## src/rtl/arb_types.sv

```systemverilog
// Shared types for the I/D cache arbiter: FSM states, requester identity and
// the default line width.
package arb_types;

  localparam int LINE_W_DEF = 256;

  typedef enum logic [1:0] {
    IDLE,
    SERVE_I,
    SERVE_D
  } arb_state_t;

  typedef enum logic {
    SRC_I,
    SRC_D
  } arb_src_t;

endpackage

```

## src/rtl/arb_pick.sv

```systemverilog
// Fairness policy: a lone requester wins outright; on a tie the requester
// that did not win last time is granted.
module arb_pick
  import arb_types::*;
(
  input  logic     i_req,
  input  logic     d_req,
  input  arb_src_t last_grant,
  output logic     grant_valid,
  output arb_src_t grant_src
);

  // NOTE: every output gets a default at the top of always_comb so that no
  // path leaves it unassigned and infers a latch.
  always_comb begin
    grant_valid = i_req | d_req;
    grant_src   = SRC_I;
    if (i_req && d_req) begin
      grant_src = (last_grant == SRC_I) ? SRC_D : SRC_I;
    end else if (d_req) begin
      grant_src = SRC_D;
    end
  end

endmodule

```

## src/rtl/cache_arbiter.sv

```systemverilog
// Serializes whole-line icache reads and dcache reads/writebacks onto the
// single cacheline-adaptor port, with alternating priority on ties.
module cache_arbiter
  import arb_types::*;
#(
  parameter int LINE_W = LINE_W_DEF,
  parameter int ADDR_W = 32,
  parameter int CNT_W  = 16
) (
  input  logic              clk,
  input  logic              rst,
  input  logic              i_read,
  input  logic [ADDR_W-1:0] i_address,
  output logic [LINE_W-1:0] i_rdata,
  output logic              i_resp,
  input  logic              d_read,
  input  logic              d_write,
  input  logic [ADDR_W-1:0] d_address,
  input  logic [LINE_W-1:0] d_wdata,
  output logic [LINE_W-1:0] d_rdata,
  output logic              d_resp,
  output logic              pmem_read,
  output logic              pmem_write,
  output logic [ADDR_W-1:0] pmem_address,
  output logic [LINE_W-1:0] pmem_wdata,
  input  logic [LINE_W-1:0] pmem_rdata,
  input  logic              pmem_resp,
  output logic [CNT_W-1:0]  conflict_cnt
);

  localparam logic [CNT_W-1:0] CNT_MAX = '1;

  arb_state_t        state_q;
  arb_src_t          last_grant_q;
  logic [ADDR_W-1:0] addr_q;
  logic [LINE_W-1:0] wdata_q;
  logic              pmem_read_q;
  logic              pmem_write_q;
  logic [CNT_W-1:0]  cnt_q, cnt_d;

  logic     d_req;
  logic     grant_valid;
  arb_src_t grant_src;
  logic     conflict;

  assign d_req = d_read | d_write;

  arb_pick u_pick (
    .i_req       (i_read),
    .d_req       (d_req),
    .last_grant  (last_grant_q),
    .grant_valid (grant_valid),
    .grant_src   (grant_src)
  );

  // NOTE: sequential state uses non-blocking assignments only, so every
  // register samples the pre-edge values regardless of statement order.
  always_ff @(posedge clk) begin
    if (!rst) begin
      state_q      <= IDLE;
      last_grant_q <= SRC_I;
      addr_q       <= '0;
      wdata_q      <= '0;
      pmem_read_q  <= 1'b0;
      pmem_write_q <= 1'b0;
    end else begin
      case (state_q)
        IDLE: begin
          if (grant_valid) begin
            last_grant_q <= grant_src;
            wdata_q      <= d_wdata;
            if (grant_src == SRC_I) begin
              state_q      <= SERVE_I;
              addr_q       <= i_address;
              pmem_read_q  <= 1'b1;
              pmem_write_q <= 1'b0;
            end else begin
              // A simultaneous read and writeback from the dcache is a writeback.
              state_q      <= SERVE_D;
              addr_q       <= d_address;
              pmem_read_q  <= ~d_write;
              pmem_write_q <= d_write;
            end
          end
        end
        SERVE_I, SERVE_D: begin
          if (pmem_resp) begin
            state_q      <= IDLE;
            pmem_read_q  <= 1'b0;
            pmem_write_q <= 1'b0;
          end
        end
        default: begin
          state_q      <= IDLE;
          pmem_read_q  <= 1'b0;
          pmem_write_q <= 1'b0;
        end
      endcase
    end
  end

  assign conflict = ((state_q == SERVE_I) && d_req) ||
                    ((state_q == SERVE_D) && i_read);

  always_comb begin
    cnt_d = cnt_q;
    if (conflict && (cnt_q != CNT_MAX)) begin
      cnt_d = cnt_q + 1'b1;
    end
  end

  always_ff @(posedge clk) begin
    if (!rst) begin
      cnt_q <= '0;
    end else begin
      cnt_q <= cnt_d;
    end
  end

  assign pmem_read    = pmem_read_q;
  assign pmem_write   = pmem_write_q;
  assign pmem_address = addr_q;
  assign pmem_wdata   = wdata_q;
  assign conflict_cnt = cnt_q;

  // Completion is combinational so the cache sees it in the adaptor's cycle.
  assign i_resp  = (state_q == SERVE_I) && pmem_resp;
  assign d_resp  = (state_q == SERVE_D) && pmem_resp;
  assign i_rdata = pmem_rdata;
  assign d_rdata = pmem_rdata;

  a_strobe_excl : assert property (@(posedge clk) disable iff (!rst)
    !(pmem_read && pmem_write));
  a_resp_excl : assert property (@(posedge clk) disable iff (!rst)
    !(i_resp && d_resp));

endmodule

```

## config.mk

```make
export PLATFORM = sky130hd
export DESIGN_NAME = cache_arbiter
export DESIGN_NICKNAME = d
export VERILOG_FILES = /design/src/rtl/arb_types.sv /design/src/rtl/arb_pick.sv /design/src/rtl/cache_arbiter.sv
export SDC_FILE = /design/constraint.sdc
export NUM_CORES = 1
export LEC_CHECK = 0
export BUFFER_PORTS_ARGS = -buffer_cell sky130_fd_sc_hd__buf_2
export CELL_PAD_IN_SITES_DETAIL_PLACEMENT = 2
export CELL_PAD_IN_SITES_GLOBAL_PLACEMENT = 2
export CORE_AREA = 2 2 542 544
export CTS_CLUSTER_DIAMETER = 40
export DETAILED_ROUTE_END_ITERATION = 7
export DIE_AREA = 0 0 544 546
export HOLD_SLACK_MARGIN = 0.06
export PLACE_DENSITY = 0.39
export SYNTH_ARGS = -nofsm -noshare
export SYNTH_HDL_FRONTEND = slang
export SYNTH_SLANG_ARGS = --single-unit
```

## constraint.sdc

```tcl
create_clock -name clk -period 1.8 [get_ports clk]
set_input_delay 0.18 -clock clk [delete_from_list [all_inputs] [get_ports clk]]
set_output_delay 0.18 -clock clk [all_outputs]
set_load 0.02 [all_outputs]
```

Word level (Yosys, flattened, before mapping)
Cells that the tools add are included.
W data, S select, Z words.
{"block": "totals", "register_bits": 309, "latch_bits": 0, "ramBits": 0, "rom_bits": 0, "inputBits": 582, "out_inout_bits": 820, "elab_cells": 42, "mem_count": 0}
{"block": "op_classes", "addsub": 1, "multipliers": 0, "n_div": 0, "order_cmp": 0, "eq_ne": 5, "shift": 0, "mux": 15, "bitwise": 3, "n_reduce_logical": 11}
{"cell": "$mux W32", "count": 1}
{"cell": "$add A16 B1 Y16 const B", "count": 1}
{"cell": "$ne A16 B16 Y1 const B", "count": 1}
{"cell": "$mux W1", "count": 8}
{"cell": "$logic_and A1 B1 Y1", "count": 6}
{"cell": "$mux W2", "count": 3}
{"cell": "$ne A2 B2 Y1 const B", "count": 2}
{"cell": "$pmux W1 S2", "count": 2}
{"cell": "$pmux W2 S2", "count": 1}
{"cell": "$reduce_and A2 Y1", "count": 2}
{"cell": "$eq A2 B1 Y1 const B", "count": 1}
{"cell": "$eq A2 B2 Y1 const B", "count": 1}
{"cell": "$logic_not A2 Y1", "count": 1}
{"cell": "$or A1 B1 Y1", "count": 2}
{"cell": "$reduce_or A2 Y1", "count": 1}
{"cell": "$logic_or A1 B1 Y1", "count": 1}
{"cell": "$not A1 Y1", "count": 1}

Logic depth before layout (Yosys ltp)
Gate-level depths: netlist of run 1.
{"block": "logic_depth", "ltp_word": 6, "ltp_mapped": 8, "depth_no_buf": 6}

Hierarchy
From an unflattened synthesis of run 1, not the netlist that was laid out.
{"block": "unflattened", "cells_unflattened": 1905, "area_unflattened_um2": 15065.7}
{"mod": "cache_arbiter", "instances": 1, "cells_per_inst": 1903, "area_each_um2": 15051.9, "seq_area_each_um2": 6185.9}
{"mod": "arb_pick", "instances": 1, "cells_per_inst": 2, "area_each_um2": 13.8, "seq_area_each_um2": 0.0}

Worst setup path before layout of run 1
Ideal clock, no wire load.
{"block": "synth_path", "path_type": "flip-flop to flip-flop", "start": "reg cnt_q[0], in the netlist conflict_cnt[0]", "end": "reg cnt_q[11], in the netlist conflict_cnt[11]", "setup_ns": 0.128, "arrival_ns": 1.573, "required_time_ns": 1.672, "path_slack_ns": 0.098, "path_stages_with_launch": 6, "path_buffers": 0, "period_less_slack_ns": 1.702, "path_cell_list": "dfxtp_1 ha_1 inv_1 nor4_2 or4_1 a21oi_1"}
{"block": "synth_between", "elab_chain_len": 2, "word_cells_on_any_way": 3, "classes_between": "add/sub (1); eq/ne (1); reduce/logical (1)"}
{"item": "start: declaration", "line_no": "cache_arbiter.sv:39", "rtl": "logic [CNT_W-1:0] cnt_q, cnt_d;"}
{"item": "start signal: assignment", "line_no": "cache_arbiter.sv:116", "rtl": "cnt_q <= cnt_d;"}
{"item": "parallel branches: the longest is 2 deep, another holds $add A16 B1 Y16"}
Parallel ways; which one is timed is not known.
A chain may end at the register's enable or synchronous reset.

Worst setup path in the final report of run 1
{"block": "layout_path", "start": "reg state_q[0]", "end": "out d_resp"}
{"block": "layout_between", "elab_chain_len": 2}
{"item": "start: declaration", "line_no": "cache_arbiter.sv:33", "rtl": "arb_state_t state_q;"}
{"item": "start signal: assignment", "line_no": "cache_arbiter.sv:60", "rtl": "state_q <= IDLE;"}
{"item": "start signal: assignment", "line_no": "cache_arbiter.sv:73", "rtl": "state_q <= SERVE_I;"}
{"item": "start signal: assignment", "line_no": "cache_arbiter.sv:79", "rtl": "state_q <= SERVE_D;"}
{"item": "$eq A2 B2 Y1", "line_no": "cache_arbiter.sv:128", "rtl": "assign d_resp = (state_q == SERVE_D) && pmem_resp;"}
{"item": "$logic_and A1 B1 Y1", "line_no": "cache_arbiter.sv:128"}
{"item": "end: declaration", "line_no": "cache_arbiter.sv:21", "rtl": "output logic d_resp,"}
No other way between the ends.

==> results of run 1 <==
-- report_power, final --
part           leakage, uW  internal (uW)  switching (uW)
Sequential         0.00256           7730             508
Combinational      0.00672           3030            5390
Clock              0.00170          12400            5580
-- timing repair --
item,in CTS,in global routing
setup endpoints to repair,232,220
hold endpoints to repair,300,0
buffers inserted,4,24
gates resized for setup,26,32
hold buffers,326,0
cloned,3,5
pin swaps,0,6
-- layer usage --
metal	wire length (um)	vias to the layer above	part of all wire [%]
li1	-	6782	-
met1	46700	7139	33
met2	57100	932	41
met3	26100	486	19
met4	10100	8	7.2
met5	100	-	0.071
-- final timing paths --
kind,to,slack [ns],cells past startpoint
worst max-delay path,d_resp,0.03,4
worst min-delay path,pmem_wdata[161],0.19,4
worst max register to register,pmem_wdata[41],0.05,10
worst min register to register,pmem_wdata[207],0.45,2
-- cell usage in the layout (no fill, tap or decap), types with 14 or more instances in the layout --
master         count
clkinv_2          23
nand2_1          525
buf_12            22
clkbuf_16        107
nor2_1            40
clkbuf_8          23
buf_2            620
dfxtp_1          305
clkbuf_1          14
dlygate4sd3_1    325
a21oi_1          263
buf_4             80
mux2i_1           38
a211oi_1          34
-- logic make-up (layout without fill, tap and decap cells) --
logic type	after synthesis	after routing	share of synthesized area, %
compound gates	324	324	11.9
fa+ha+maj	4	4	0.332
buf+inv	621	1257	28.6
flops	309	309	41.0
mux	38	38	2.52
other cells	0	9	0
simple gates	601	601	15.7
-- per-stage QoR --
step / setup slack, ns / util, % / instance area, um^2 / TNS, ns / hold slack [ns]
floorplan: 0.0984 / - / 15100 / 0 / 0.316
global placement: -0.201 / 6.78 / 19800 / -10.99 / 0.360
detailed placement: -0.183 / 6.78 / 19800 / -11.82 / 0.360
CTS: -0.119 / 9.15 / 26700 / -4.43 / 0.0743
global route: -0.0638 / 9.31 / 27200 / -0.174 / 0.157
finish: 0.0324 / 9.32 / 27200 / 0 / 0.193
-- critical path, cell delays in order, from the launching register on --
cell	delay, ns
dfxtp_4	0.37
inv_4	0.05
ha_4	0.15
and2_4	0.14
buf_6	0.13
-- layout make-up --
| class | instances | share of cell area (%) |
|---|---|---|
| multi-input combinational | 967 | 17.3 |
| sequential | 309 | 22.8 |
| antenna | 9 | 0.0828 |
| tap | 3919 | 18.0 |
| inverter | 6 | 0.129 |
| timing repair buffer | 1071 | 29.1 |
| clock inverter | 41 | 1.87 |
| clock buffer | 139 | 10.7 |
-- sequential cells by signal, indices dropped and copies added, names as in the netlist --
| register | cells |
|---|---|
| conflict_cnt | 16 |
| last_grant_q | 1 |
| state_q | 2 |
| pmem_read | 1 |
| pmem_write | 1 |
| pmem_address | 32 |
| pmem_wdata | 256 |
==> metrics.yaml, run 1 <==
outcome:
  status: "complete, no violations"
clock_tree:
  clkSlewWorstSetupHoldPaths_ns: 0.04
  cts_root_buf: "clkbuf_16"
  numCtsBuffers: 102
  htree_levels: 3
  cts_tree: "yes"
  cts.sinks: 309
  clk-insertion-delay-late_ns: 0.79
  clock_path_buffers: 4
synthesis:
  yosysMostFrequentCell: "nand2_1"
  synth_ff_type: "dfxtp_1"
  netlist_instances: 1897
  synthesis.nets: 2483
  synth.distinct_cells: 41
  yosysSeqAreaShare_pct: 41.0
  synth_edf_count: 0
  synth_area_leaders: "dfxtp_1, buf_4, nand2_1, a21oi_1, mux2i_1"
  ys_warn_count: 0
  async_flop_share_pct: 0
  synth_top_area_share_pct: 41.0
  synth-seq-cells: 309
  synth_area_um2: 15100
  synth.top_cells.by_count: "nand2_1, buf_4, dfxtp_1, a21oi_1, clkbuf_1"
  avgSynthCellArea_um2: 7.96
  yosys.area.top_type: "dfxtp_1"
die:
  die_w_um: 544
  dieArea_um2: 297000
  rows: 199
  io_pins: 1402
  die_h_um: 546
  start_util_pct: 5.17
  core_area_um2: 292000
placement:
  dpl.cell_count: 5911
  hpwlAfterDp_um: 115000
  io_buffers: 633
  gp_congestion: 0.731
setup_path:
  critPathLaunch: "state_q[0]"
  critPathRequiredTime_ns: 1.62
  start_kind: "register"
  cp_max_fo: 3
  path_class: "reg -> out"
  cp-end-kind: "output pin"
  crit_arrival_ns: 1.59
  rr_startpoint: "state_q[1]"
timing:
  drv_slew: 0
  timing.final.crit_period_ns: 1.77
  finalSetupViolCount: 0
  relSlewSlack_pct: 69.9
  finalCritPeriodShare_pct: 98.2
  fmax_mhz: 566
  worst-slew-pin-transition_ns: 0.452
  hold_viol: 0
  fin_worst_skew_ns: 0.0361
  rsz0062_at_grt: "true"
detailed_routing:
  via_count: 15300
  drt_iter0_drc: 461
  drtPass1Iterations: 4
  wl_um: 140000
  wire_per_inst_um: 21.7
  postRouteAntennaNets: 0
  drc: 0
  vias_per_cell: 2.38
finish:
  layout-drive-gt1-share_pct: 37.2
  area_growth_pct: 80.3
  stdcell_count: 6461
  fill_cells: 34500
  fin_nets: 3043
  multiInputGateArea_um2: 4720
  register_area_um2: 6200
grt:
  use_met3_pct: 7.40
  grt_usage_pct: 8.96
  grt_pass1_wl_um: 173000
  antenna_found_initial: 24
  grtUsageMet1_pct: 8.40
  busiest_layer: "met2"
  gr-usage-met2_pct: 12.9
  grt_pass1_vias: 17200
  grt_start_max_net_pins: 56
  grt-ovfl-total: 0
hold_path:
  hold_path.class: "in -> reg"
  min-delay-start: "d_wdata[161]"
job:
  drv_cap: 0
power_and_ir_drop:
  p_total_uw: 34700
  p_leak_uw: 0.0110
  power.density_nw_per_um2: 1270
  peakVddDrop_v: 0.000626
No activity file was read; power rests on OpenSTA's default activity.
==> inputs of run 2 (changes only) <==
--- a/config.mk
+++ b/config.mk
@@ -14,6 +14,7 @@
 export DIE_AREA = 0 0 544 546
 export HOLD_SLACK_MARGIN = 0.06
 export PLACE_DENSITY = 0.39
+export SETUP_SLACK_MARGIN = 0.5
 export SYNTH_ARGS = -nofsm -noshare
 export SYNTH_HDL_FRONTEND = slang
 export SYNTH_SLANG_ARGS = --single-unit
==> metrics.yaml, run 2 (synthesis gave the netlist of run 1 again) <==
setup_path:
  cp.depth: 5  # +1
  cp_slowest_stage_delay_ns: 0.34  # -0.03 ns
  critPathSlowestCell: "dfxtp_4"
  cp-end-kind: "output pin"
  crit_arrival_ns: 1.72  # +0.13 ns
  cp_top_family: "flip-flops"
  worst-path-buf-inv: 3  # +1
  start_kind: "register"
  cp_max_fo: 2  # -1
  path_cells: "inv_2, buf_6, ha_4, and2_4, buf_8"
  critPathRequiredTime_ns: 1.62  # about the same
  path_class: "reg -> out"
  rr_worst_depth: 10  # unchanged
clock_tree:
  clk-insertion-delay-late_ns: 0.82  # +0.03 ns
  cts_tree: "yes"
  cts.sinks: 309  # unchanged
  numCtsBuffers: 98  # -3.9%
  cts_root_buf: "clkbuf_16"
  htree_levels: 3  # unchanged
  clock_path_buffers: 4  # unchanged
  clkSlewWorstSetupHoldPaths_ns: 0.04  # about the same
timing:
  finalCritPeriodShare_pct: 106  # +7.5 points
  timing.final.crit_period_ns: 1.90  # +0.134 ns
  fmax_mhz: 526  # -7.1%
  finalWorstSetupSlack_ns: -0.102  # -0.134 ns
  finalSetupViolCount: 32  # +32
  fin_worst_skew_ns: 0.0538  # +0.0177 ns
  relSlewSlack_pct: 57.4  # -12 points
  drv_slew: 0  # unchanged
  worst-slew-pin-transition_ns: 0.634  # +0.182 ns
  hold_viol: 0  # unchanged
  rsz0062_at_grt: "true"
outcome:
  status: "finished, violations left"
  violations: "setup timing"
grt:
  grt_usage_pct: 8.98  # +0.018 points
  grt_pass1_vias: 17200  # -0.14%
  grt_pass1_wl_um: 175000  # +1.1%
  busiest_layer: "met2"
  grtUsageMet1_pct: 9.44  # +1.0 points
  grt_start_max_net_pins: 57  # +1.8%
  gr-usage-met2_pct: 13.1  # +0.20 points
  use_met3_pct: 6.22  # -1.2 points
  antenna_found_initial: 19  # -21%
  grt-ovfl-total: 0  # unchanged
finish:
  area_growth_pct: 109
  final_common_cell: "buf_2"
  final_cell_mix: "buf_2, nand2_1, dlygate4sd3_1, dfxtp_1, a21oi_2"
  register_area_um2: 6310  # +1.9%
  multiInputGateArea_um2: 6320  # +34%
  largest_reg_flops: 256  # unchanged
  fill_cells: 34100  # -1.2%
  layout-drive-gt1-share_pct: 55.4  # +18 points
  fin_nets: 3145  # +3.4%
hold_path:
  hold_path.class: "in -> reg"
  hold_depth: 6  # +2
detailed_routing:
  drt_iter0_drc: 535  # +16%
  drtPass1Iterations: 4  # unchanged
  vias_per_cell: 2.43  # +2.1%
  drc: 0  # unchanged
  via_count: 15900  # +3.6%
  wire_per_inst_um: 21.9  # +1.2%
  postRouteAntennaNets: 0  # unchanged
  wl_um: 144000  # +2.6%
placement:
  hpwlAfterDp_um: 109000  # -5.2%
  gp_congestion: 0.750  # +2.5%
  place_worst_setup_slack_ns: -0.107  # +0.0757 ns
  io_buffers: 633  # unchanged
power_and_ir_drop:
  pwr-share-clk_pct: 46.5  # -5.5 points
  peakVddDrop_v: 0.000662  # +5.8%
  sw_frac_of_total_pct: 33.3  # +0.20 points
  p_int_uw: 25900  # +12%
  p_total_uw: 38800  # +12%
  power.density_nw_per_um2: 1230  # -3.5%
  power.switching_uw: 12900  # +13%
  p_comb_share_pct: 31.7  # +7.4 points
  seqPwrFrac_pct: 21.7  # -2.1 points
  p_leak_uw: 0.0128  # +17%
die:
  start_util_pct: 5.17  # unchanged
  dieArea_um2: 297000  # unchanged
  die_w_um: 544  # unchanged
  core_area_um2: 292000  # unchanged
  die_h_um: 546  # unchanged
  io_pins: 1402  # unchanged
  rows: 199  # unchanged
job:
  drv_cap: 0  # unchanged
## run 2: worst paths after layout
path	to	slack, ns	start
min reg2reg	pmem_wdata[201]	0.45	pmem_wdata[201]
max	i_resp	-0.10	state_q[1]
min	last_grant_q	0.12	d_read
max reg2reg	pmem_address[13]	-0.06	state_q[1]
## run 2: layout make-up
| type | instances | share of cell area, % |
|---|---|---|
| antenna | 4 | 0.0317 |
| clock buffer | 134 | 9.13 |
| sequential | 309 | 20.0 |
| multi-input combinational | 968 | 20.0 |
| tap | 3919 | 15.5 |
| clock inverter | 40 | 1.69 |
| inverter | 6 | 0.0952 |
| timing repair buffer | 1176 | 33.5 |
## run 2: power by group through the flow
stage / Sequential (uW) / Combinational (uW) / Clock (uW)
6_report: 8440 / 12300 / 18100
3_5_place_dp: 8380 / 7350 / 0
5_1_grt: 8550 / 13300 / 19000
4_1_cts: 8390 / 10900 / 18700
3_3_place_gp: 8360 / 7310 / 0
2_1_floorplan: 9260 / 3820 / 0
## run 2: timing repair
action                                  4_1_cts  5_1_grt
hold buffers                                327        0
cloned                                       31       24
endpoints found under the setup margin      617      617
buffers inserted                             56       24
pin swaps                                    96      132
hold endpoints to repair                    300        0
gates resized for setup                     361      395
## run 2: layer usage
metal | up-vias | wire (um)
met3 | 448 | 21700
li1 | 7005 | -
met2 | 883 | 60900
met5 | - | 95
met1 | 7560 | 53000
met4 | 7 | 8150
## run 2: through the flow
stage	hold WS [ns]	setup TNS (ns)	std cells	area, um^2	util [%]
finish	0.117	-0.795	6556	31500	10.8
global route	0.125	-17.58	6556	31500	10.8
CTS	0.0257	-5.57	6504	29400	10.1
detailed placement	0.360	-0.107	5916	20000	6.86
global placement	0.360	-0.119	5916	20000	6.86
floorplan	0.316	0	1897	15300	-
## run 2: tightest hold or removal path, cell delays in order
cell and delay [ns]:
buf_2 0.18, o2bb2ai_4 0.13, buf_4 0.16, nor2_1 0.08, a21oi_1 0.05, nor2_1 0.07
==> inputs of run 3 (changes only) <==
==> constraint.sdc (replaced) <==
create_clock -name clk -period 2.11 [get_ports clk]
set_input_delay 0.211 -clock clk [delete_from_list [all_inputs] [get_ports clk]]
set_output_delay 0.211 -clock clk [all_outputs]
set_load 0.005 [all_outputs]
==> metrics.yaml, run 3 (synthesis gave the netlist of run 1 again) <==
outcome:
  status: "complete, no violations"
detailed_routing:
  wire_per_inst_um: 22.6  # +3.2%
  wl_um: 148000  # +2.6%
  via_count: 15600  # -1.7%
  drt_iter0_drc: 471  # -12%
  drc: 0  # unchanged
  vias_per_cell: 2.40  # -1.1%
  postRouteAntennaNets: 0  # unchanged
  drtPass1Iterations: 4  # unchanged
finish:
  layout-drive-gt1-share_pct: 49.0  # -6.4 points
  final_cell_mix: "buf_2, nand2_1, dlygate4sd3_1, dfxtp_1, a21oi_1"
  fill_cells: 34300  # +0.50%
  fin_util_pct: 10.4  # -0.37 points
  fin_nets: 3087  # -1.8%
  final_common_cell: "buf_2"
  largest_reg_flops: 256  # unchanged
  area_growth_pct: 102
grt:
  grtUsageMet1_pct: 8.65  # -0.79 points
  busiest_layer: "met2"
  grt_pass1_wl_um: 180000  # +2.8%
  use_met3_pct: 8.20  # +2.0 points
  grt_pass1_vias: 17400  # +1.3%
  antenna_found_initial: 28  # +9
  gr-usage-met2_pct: 13.7  # +0.61 points
  grt_start_max_net_pins: 62  # +8.8%
  grt_usage_pct: 9.33  # +0.35 points
  grt-ovfl-total: 0  # unchanged
clock_tree:
  numCtsBuffers: 105  # +7.1%
  cts_root_buf: "clkbuf_16"
  cts_tree: "yes"
  cts.sinks: 309  # unchanged
  clock_path_buffers: 4  # unchanged
  clkSlewWorstSetupHoldPaths_ns: 0.04  # about the same
  clk-insertion-delay-late_ns: 0.77  # -0.05 ns
  htree_levels: 3  # unchanged
setup_path:
  worst-path-buf-inv: 7  # +4
  r2r_slack_ns: 0.25  # +0.31 ns
  regToRegEndpoint: "pmem_wdata[159]"
  cp-end-kind: "register"
  path_cells: "inv_4, buf_6, ha_4, nor2b_4, buf_6, buf_12, buf_16, buf_12, buf_16, nand2_1, a21oi_2"
  cp_max_fo: 8  # +6
  crit_arrival_ns: 2.58  # +0.86 ns
  critPathRequiredTime_ns: 2.82  # +1.20 ns
  cp_slowest_stage_delay_ns: 0.36  # +0.02 ns
  start_kind: "register"
  path_class: "reg -> reg"
  cp_top_family: "buffers and inverters"
  rr_startpoint: "state_q[0]"
  rr_worst_depth: 11  # +1
  critPathSlowestCell: "dfxtp_4"
power_and_ir_drop:
  power.density_nw_per_um2: 1050  # -14%
  p_leak_uw: 0.0120  # -6.2%
  peakVddDrop_v: 0.000533  # -20%
hold_path:
  hold_path.class: "in -> reg"
  hold_depth: 4  # -2
  holdPathEnd: "pmem_wdata[0]"
  min-delay-start: "d_wdata[0]"
timing:
  finalSetupViolCount: 0  # -100%
  fmax_mhz: 536
  timing.final.crit_period_ns: 1.86
  rsz0062_at_grt: "true"
  worst-slew-pin-transition_ns: 0.502  # -0.132 ns
  relSlewSlack_pct: 65.6  # +8.2 points
  fin_setup_tns_ns: 0  # +0.795 ns
  drv_slew: 0  # unchanged
  hold_viol: 0  # unchanged
  fin_hold_ws_ns: 0.212  # +0.0948 ns
  finalWorstSetupSlack_ns: 0.245  # +0.347 ns
  finalCritPeriodShare_pct: 88.4
  fin_worst_skew_ns: 0.0209  # -0.0329 ns
die:
  io_pins: 1402  # unchanged
  start_util_pct: 5.17  # unchanged
  core_area_um2: 292000  # unchanged
  dieArea_um2: 297000  # unchanged
  rows: 199  # unchanged
  die_h_um: 546  # unchanged
  die_w_um: 544  # unchanged
job:
  drv_cap: 0  # unchanged
placement:
  place_worst_setup_slack_ns: 0.200  # +0.307 ns
  hpwlAfterDp_um: 113000  # +3.7%
  io_buffers: 633  # unchanged
  gp_congestion: 0.740  # -1.3%
## run 3: worst register-to-register path, cell delays in order, from the launching register on
cell and delay [ns]:
dfxtp_4 0.36, inv_4 0.07, buf_6 0.09, ha_4 0.14
nor2b_4 0.23, buf_6 0.13, buf_12 0.14, buf_16 0.17
buf_12 0.16, buf_16 0.12, nand2_1 0.08, a21oi_2 0.11
## run 3: stage by stage
step	power, uW	area (um^2)	cells
2_1_floorplan	9630	15100	1897
4_1_cts	32200	29100	6471
3_5_place_dp	12500	19600	5885
3_3_place_gp	12500	19600	5885
6_report	32100	30500	6515
5_1_grt	34000	30500	6509
## run 3: layout make-up
cell class              count  area [um^2]  area share [%]
inverters                   6         35.0           0.115
clock buffers             140         2930            9.61
diodes                     14         35.0           0.115
repair buffers           1112         9820            32.2
multi-input cells         967         5760            18.9
clock inverters            48          658            2.16
well taps                3919         4900            16.1
flip-flops and latches    309         6340            20.8
## run 3: how the worst max path moves through the flow
| stage | from | to | cells past startpoint | slack [ns] |
|---|---|---|---|---|
| after CTS | state_q[1] | i_resp | 4 | 0.19 |
| after detailed placement | d_write | pmem_wdata[205] | 6 | 0.20 |
| after floorplan | conflict_cnt[0] | conflict_cnt[11] | 5 | 0.54 |
| after global placement | state_q[0] | conflict_cnt[11] | 6 | 0.20 |
| final | state_q[0] | pmem_wdata[159] | 11 | 0.25 |
| after global routing | state_q[0] | pmem_wdata[159] | 11 | 0.17 |
## run 3: power breakdown
part | internal, uW | switching, uW | total, uW | leakage [uW]
registers | 6630 | 509 | 7130 | 0.00259
logic | 4070 | 4630 | 8710 | 0.00767
clock network | 11300 | 4990 | 16300 | 0.00176
## run 3: routing by layer
metal,vias to the layer above,part of all wire (%),routed length [um]
li1,6878,-,-
met1,7343,33,48300
met2,916,42,61600
met3,493,19,28200
met4,2,6.3,9350
met5,-,0.043,64
## run 3: timing repair
item                       4_1_cts  5_1_grt
setup endpoints to repair      458      329
cloned                          21       11
hold endpoints to repair       309        0
resized for setup              529      226
hold buffers                   326        0
pin swaps                       40      111
setup buffers                   51       19
